[src/rtl/sdpram_be_clr.sv]
// ---------------------------------------------------------------------------
// sdpram_be_clr
//   Simple dual-port RAM, single clock: one byte-enabled write port and one
//   read port. The read pipeline has a latency of 1 or 2 cycles and a
//   read-valid strobe. A same-address read/write collision is resolved by
//   BYPASS. After reset a hardware sweep writes INIT_VALUE to every word.
//   While the sweep runs, init_busy is high and all requests are dropped.
//
// Ports
//   clk        clock, all logic on posedge
//   rst        synchronous active-high reset
//   wr_en      write request
//   wr_be      byte enables, bit i gates wr_data[8i+7:8i]
//   wr_addr    write address
//   wr_data    write data
//   rd_en      read request
//   rd_addr    read address
//   rd_data    read data, qualified by rd_valid, held otherwise
//   rd_valid   one-cycle strobe per accepted read
//   init_busy  high while the clear sweep runs
//
// Controller states
//   state | meaning
//   CLEAR | sweep writes INIT_VALUE to mem[clr_cnt]; requests are dropped
//   READY | normal read/write service; left only on rst
// ---------------------------------------------------------------------------
module sdpram_be_clr #(
    parameter int                    DATA_WIDTH = 32,
    parameter int                    ADDR_WIDTH = 6,
    parameter int                    RD_LATENCY = 1,
    parameter bit                    BYPASS     = 1'b1,
    parameter logic [DATA_WIDTH-1:0] INIT_VALUE = '0
) (
    input  logic                      clk,
    input  logic                      rst,
    input  logic                      wr_en,
    input  logic [DATA_WIDTH/8-1:0]   wr_be,
    input  logic [ADDR_WIDTH-1:0]     wr_addr,
    input  logic [DATA_WIDTH-1:0]     wr_data,
    input  logic                      rd_en,
    input  logic [ADDR_WIDTH-1:0]     rd_addr,
    output logic [DATA_WIDTH-1:0]     rd_data,
    output logic                      rd_valid,
    output logic                      init_busy
);

    localparam int DEPTH  = 2 ** ADDR_WIDTH;
    localparam int NBYTES = DATA_WIDTH / 8;

    // Elaboration-time parameter checks
    if ((DATA_WIDTH % 8) != 0) begin : g_err_width
        $error("sdpram_be_clr: DATA_WIDTH must be a multiple of 8");
    end
    if ((RD_LATENCY != 1) && (RD_LATENCY != 2)) begin : g_err_latency
        $error("sdpram_be_clr: RD_LATENCY must be 1 or 2");
    end

    typedef enum logic [0:0] {
        CLEAR = 1'b0,
        READY = 1'b1
    } state_t;

    state_t                  state;
    logic [ADDR_WIDTH-1:0]   clr_cnt;

    logic [DATA_WIDTH-1:0]   mem [DEPTH];

    logic                    wr_acc;
    logic                    rd_acc;
    logic                    mem_we;
    logic [ADDR_WIDTH-1:0]   mem_waddr;
    logic [DATA_WIDTH-1:0]   mem_wdata;
    logic [NBYTES-1:0]       mem_wbe;
    logic [DATA_WIDTH-1:0]   rd_word;
    logic [DATA_WIDTH-1:0]   rd_merged;

    logic                    s1_valid;
    logic [DATA_WIDTH-1:0]   s1_data;

    // -----------------------------------------------------------------------
    // Controller: clear sweep, then service. The sweep counter is left at
    // zero after wrapping, so a later reset always starts from address 0.
    // -----------------------------------------------------------------------
    always_ff @(posedge clk) begin
        if (rst) begin
            state     <= CLEAR;
            clr_cnt   <= '0;
            init_busy <= 1'b1;
        end else begin
            case (state)
                CLEAR: begin
                    clr_cnt <= clr_cnt + ADDR_WIDTH'(1);
                    if (clr_cnt == '1) begin
                        state     <= READY;
                        init_busy <= 1'b0;
                    end
                end
                READY: begin
                    state     <= READY;
                    init_busy <= 1'b0;
                end
                default: begin
                    state     <= CLEAR;
                    clr_cnt   <= '0;
                    init_busy <= 1'b1;
                end
            endcase
        end
    end

    // Requests count only in READY and never on a reset cycle.
    assign wr_acc = wr_en & (state == READY) & ~rst;
    assign rd_acc = rd_en & (state == READY) & ~rst;

    // -----------------------------------------------------------------------
    // Single physical write port, shared by the sweep and the user port.
    // -----------------------------------------------------------------------
    always_comb begin
        mem_we    = 1'b0;
        mem_waddr = wr_addr;
        mem_wdata = wr_data;
        mem_wbe   = wr_be;
        if (!rst) begin
            if (state == CLEAR) begin
                mem_we    = 1'b1;
                mem_waddr = clr_cnt;
                mem_wdata = INIT_VALUE;
                mem_wbe   = '1;
            end else begin
                mem_we    = wr_acc;
            end
        end
    end

    always_ff @(posedge clk) begin
        if (mem_we) begin
            for (int b = 0; b < NBYTES; b++) begin
                if (mem_wbe[b]) begin
                    mem[mem_waddr][8*b +: 8] <= mem_wdata[8*b +: 8];
                end
            end
        end
    end

    // -----------------------------------------------------------------------
    // Read path. The array read returns the pre-write word, which is the
    // read-first result. In write-first mode, the enabled bytes of a
    // colliding write are merged into the returned word.
    // -----------------------------------------------------------------------
    assign rd_word = mem[rd_addr];

    always_comb begin
        rd_merged = rd_word;
        if (BYPASS && wr_acc && (wr_addr == rd_addr)) begin
            for (int b = 0; b < NBYTES; b++) begin
                if (wr_be[b]) begin
                    rd_merged[8*b +: 8] = wr_data[8*b +: 8];
                end
            end
        end
    end

    // Data registers load only on a valid transfer, so rd_data holds between reads.
    always_ff @(posedge clk) begin
        if (rst) begin
            s1_valid <= 1'b0;
            s1_data  <= '0;
        end else begin
            s1_valid <= rd_acc;
            if (rd_acc) begin
                s1_data <= rd_merged;
            end
        end
    end

    if (RD_LATENCY == 2) begin : g_lat2
        logic                  s2_valid;
        logic [DATA_WIDTH-1:0] s2_data;

        always_ff @(posedge clk) begin
            if (rst) begin
                s2_valid <= 1'b0;
                s2_data  <= '0;
            end else begin
                s2_valid <= s1_valid;
                if (s1_valid) begin
                    s2_data <= s1_data;
                end
            end
        end

        assign rd_valid = s2_valid;
        assign rd_data  = s2_data;
    end else begin : g_lat1
        assign rd_valid = s1_valid;
        assign rd_data  = s1_data;
    end

endmodule

[config.mk]
export PLATFORM = sky130hd
export DESIGN_NAME = sdpram_be_clr
export DESIGN_NICKNAME = d
export VERILOG_FILES = /design/src/rtl/sdpram_be_clr.sv
export SDC_FILE = /design/constraint.sdc
export NUM_CORES = 2
export LEC_CHECK = 0
export ABC_AREA = 1
export BUFFER_PORTS_ARGS = -buffer_cell sky130_fd_sc_hd__buf_2
export CORE_ASPECT_RATIO = 1.4
export CORE_MARGIN = 4
export CORE_UTILIZATION = 55
export DETAILED_ROUTE_END_ITERATION = 8
export PLACE_DENSITY = 0.71
export SYNTH_ARGS = -nofsm -noshare
export SYNTH_HDL_FRONTEND = slang
export SYNTH_SLANG_ARGS = --single-unit
[constraint.sdc]
create_clock -name clk -period 3.8 [get_ports clk]
set_input_delay 0.19 -clock clk [delete_from_list [all_inputs] [get_ports clk]]
set_output_delay 0.19 -clock clk [all_outputs]
set_load 0.02 [all_outputs]
==> Flow_metrics.wiki <==
{| class="wikitable"
! Metric !! Value
|-
| Run status || finished clean
|-
| Met1 track demand over resource in global routing || 39.51%
|-
| Cells traversed along the worst timing path || nor2_4 -> nor2_1 -> a21oi_2 -> inv_2 -> nor2_2 -> nand2_1 -> nor2_1
|-
| Iteration count of the initial detailed-routing pass || 9
|-
| Number of rows in the core area || 170
|-
| Placed standard-cell area || 89,010 sq um
|-
| Timing-limited maximum frequency || 288.6 MHz
|-
| Share of synthesized cell area in and, or, nand and nor gates || 23.87%
|-
| First element of the critical path || state
|-
| Max-slew headroom at the worst pin || 14.02%
|-
| CP delay by family, top || simple AND/OR/NAND/NOR gates
|-
| GR Layer Usage met2 || 47.55%
|-
| Post-synth cell types || 25
|-
| Final Routed Wirelength || 244.6 mm
|-
| Peak-usage layer in the global routing report || met2
|-
| Area fraction in compound gates after synthesis || 0.3293%
|-
| Synthesis-to-finish area growth || 11.65%
|-
| # Max-Cap Violations || 0
|-
| Buffer cell driving the clock tree root || sky130_fd_sc_hd__clkbuf_16
|-
| Crit path max-delay cell type || sky130_fd_sc_hd__nor2_1
|-
| Most instantiated library cell after synthesis || sky130_fd_sc_hd__nand2_1
|-
| H-Tree Depth || 4
|-
| Number of vias after detailed routing || 58,690
|-
| Count of filler cells inserted in the layout || 11,790
|-
| Largest net degree at the start of global routing || 199
|-
| Data arrival time of the critical path || 3.92 ns
|-
| GRT Overall Usage || 30.04%
|-
| Classification of the worst-slack hold path || primary input to flip-flop
|-
| Met3 track demand over resource || 5.923%
|-
| Drt wl/cell || 24.90 um
|-
| Data required time of the worst path || 4.25 ns
|-
| Buffers plus inverters on the worst setup path || 1
|-
| Transition at the pin with the smallest max-transition slack || 1.290 ns
|-
| Combinational family with the most area after synthesis || simple AND/OR/NAND/NOR gates
|-
| Number of top-level pins || 86
|-
| Clk buf depth || 3
|-
| Post-synthesis xor/xnor area fraction || 0.06146%
|-
| Count of port buffers added during placement || 85
|-
| Number of global-route vias before repair || 56,870
|-
| Cell area after synthesis || 85,500 sq um
|-
| Post-Layout Inst Area || 95,460 sq um
|-
| Launch instance of the worst min-delay path || rd_en
|-
| Fraction of the mapped netlist area in adder cells || 0.01463%
|-
| Detail-routed via count per cell || 5.974
|-
| Number of nets in the final layout || 7,648
|-
| Launching point of the worst reg2reg path || state
|-
| Final critical-path share of the clock period || 91.19%
|-
| Proportion of synthesized flip-flops having asynchronous set or reset || 0%
|-
| Fraction of layout instances using a drive strength above 1 || 8.608%
|-
| Cts hold-fix bufs || 33
|-
| Number of gates resized after cts || 0
|-
| DRC errors left || 0
|-
| Maximum single-stage delay on the critical path || 0.76 ns
|-
| Syn Area/Cell || 11.33 sq um
|-
| Effective utilization at floorplan || 55.52%
|-
| Die boundary width || 341.2 um
|-
| Hold Worst Slack || 0.1325 ns
|-
| Main flop type after synthesis || sky130_fd_sc_hd__edfxtp_1
|-
| Worst-path fanout max || 15
|-
| Height of the chip || 474.5 um
|-
| Pwr/cell area || 497.9 nW/um^2
|-
| Static power due to leakage || 0.03539 uW
|-
| Area of combinational cells with multiple inputs || 21,030 sq um
|-
| Final GP Congestion || 0.9482
|-
| Number of flops mapped to enable cells by yosys || 2,048
|-
| Most repeated library cell on the critical path || sky130_fd_sc_hd__nor2_1
|-
| Detailed Place HPWL || 151.6 mm
|-
| Placeable core region || 154,000 sq um
|-
| Startpoint class of the critical path || flip-flop
|-
| Endpoints failing hold || 0
|-
| Clock transition at path regs || 0.07 ns
|-
| Final count of pins violating max slew || 0
|-
| Number of warnings reported in the yosys synthesis log || 0
|-
| Detail Route Antenna Nets || 0
|-
| TritonCTS buffer count || 185
|-
| Unrepaired setup endpoints after global routing || no
|-
| Die Outline Area || 161,900 sq um
|-
| Gr ovfl total || 0
|-
| Number of buffers inserted by post-CTS setup repair || 0
|-
| Commonest cells in the netlist || sky130_fd_sc_hd__nand2_1, sky130_fd_sc_hd__edfxtp_1, sky130_fd_sc_hd__nand3_1
|-
| Minimum clock period || 3.465 ns
|-
| Mapped Nets || 7,598
|-
| Register area || 62,320 sq um
|-
| Number of synthesized register bits || 2,089
|-
| Post-synthesis cell count || 7,545
|-
| Share of synthesized area spent on multiplexers || 0%
|-
| TritonCTS clock tree || built
|-
| Final clock skew || 0.02731 ns
|-
| Critical path capture point type || flip-flop
|-
| Sequential fraction of the synthesis area || 72.89%
|-
| Number of antenna violations at the first check in global routing || 7
|-
| Count of routing violations after the opening detailed-route iteration || 8,595
|-
| Largest area contributor in the synthesized netlist || sky130_fd_sc_hd__edfxtp_1
|-
| Path type of the worst setup path || flip-flop to flip-flop
|-
| Total negative slack for setup checks || 0 ns
|-
| Count of final setup violators || 0
|-
| Area fraction of the dominant cell type after synthesis || 71.93%
|-
| Worst-Skew Late Latency || 0.82 ns
|-
| Global-route wire length before repair || 359.1 mm
|-
| Clock sinks || 2,089
|-
| Largest cells by area after synthesis || sky130_fd_sc_hd__edfxtp_1, sky130_fd_sc_hd__nand2_1, sky130_fd_sc_hd__nand3_1
|-
| VDD IR max || 0.4127 mV
|}
## kinds of logic (layout without fill, tap and decap cells)
logic type               after synthesis  after routing
adder cells (fa/ha/maj)                1              1
AND/OR/NAND/NOR                     4823           4823
flip-flops                          2089           2089
buffers and inverters                576            780
XOR/XNOR                               6              6
AO/OA/AOI/OAI                         50             50
other                                  0             12
## placed cells by master (no fill, tap or decap), drive strengths merged, types with 9 or more instances in the layout
| cell | instances |
|---|---|
| clkinv | 80 |
| clkinvlp | 9 |
| bufinv | 18 |
| dlygate4sd3 | 33 |
| nor2 | 309 |
| edfxtp | 2048 |
| buf | 318 |
| clkbuf | 225 |
| o21ai | 38 |
| nand2 | 2711 |
| dfxtp | 41 |
| diode | 12 |
| nand3 | 1794 |
| inv | 97 |
| a21oi | 9 |
## cell type report
class	count	share of cell area [%]
multi-input combinational	4880	22.03
clock inverter	116	1.148
sequential	2089	65.29
inverter	88	0.3723
timing repair buffer	351	3.196
antenna	12	0.03146
clock buffer	225	5.227
tap	2064	2.705
## final timing paths
check               endpoint  slack (ns)  cells past startpoint
setup / recovery  mem[62][4]        0.33                      7
hold reg to reg    init_busy        0.45                      2
setup reg to reg  mem[62][4]        0.33                      7
hold / removal    rd_data[1]        0.13                      5
## per-stage QoR
stage	setup slack (ns)	utilization [%]	cells	power, uW
global route	0.1683	61.97	9817	48860
global placement	0.5945	57.80	9439	29030
finish	0.3347	61.98	9825	47520
detailed placement	0.5163	57.80	9439	29070
floorplan	0.7681	-	7545	27800
CTS	0.5092	61.97	9813	47580
## where the power goes
group,switching (uW),total [uW],leakage [uW],internal [uW]
logic,2450,3220,0.0134,770
registers,31.2,25500,0.0190,25400
clock network,8250,18800,0.00299,10600
total,10700,47500,0.0354,36800
## state kept, by name, summed over array words and instances, names as in the netlist
| name | cells |
|---|---|
| mem | 2048 |
| rd_data | 32 |
| clr_cnt | 6 |
| init_busy | 1 |
| rd_valid | 1 |
| state | 1 |
## tightest hold or removal path: cells and delay by family
family,cells,cell delay (ns)
AND/OR/NAND/NOR,3,0.27
buffers and inverters,2,0.43
## routing by layer
metal	vias up	wire [um]	share of wire, %
li1	26340	-	-
met1	28120	89830	37
met2	3617	114100	47
met3	614	26220	11
met4	4	14500	5.9
met5	-	27	0.011
No activity file was read; power rests on OpenSTA's default activity.
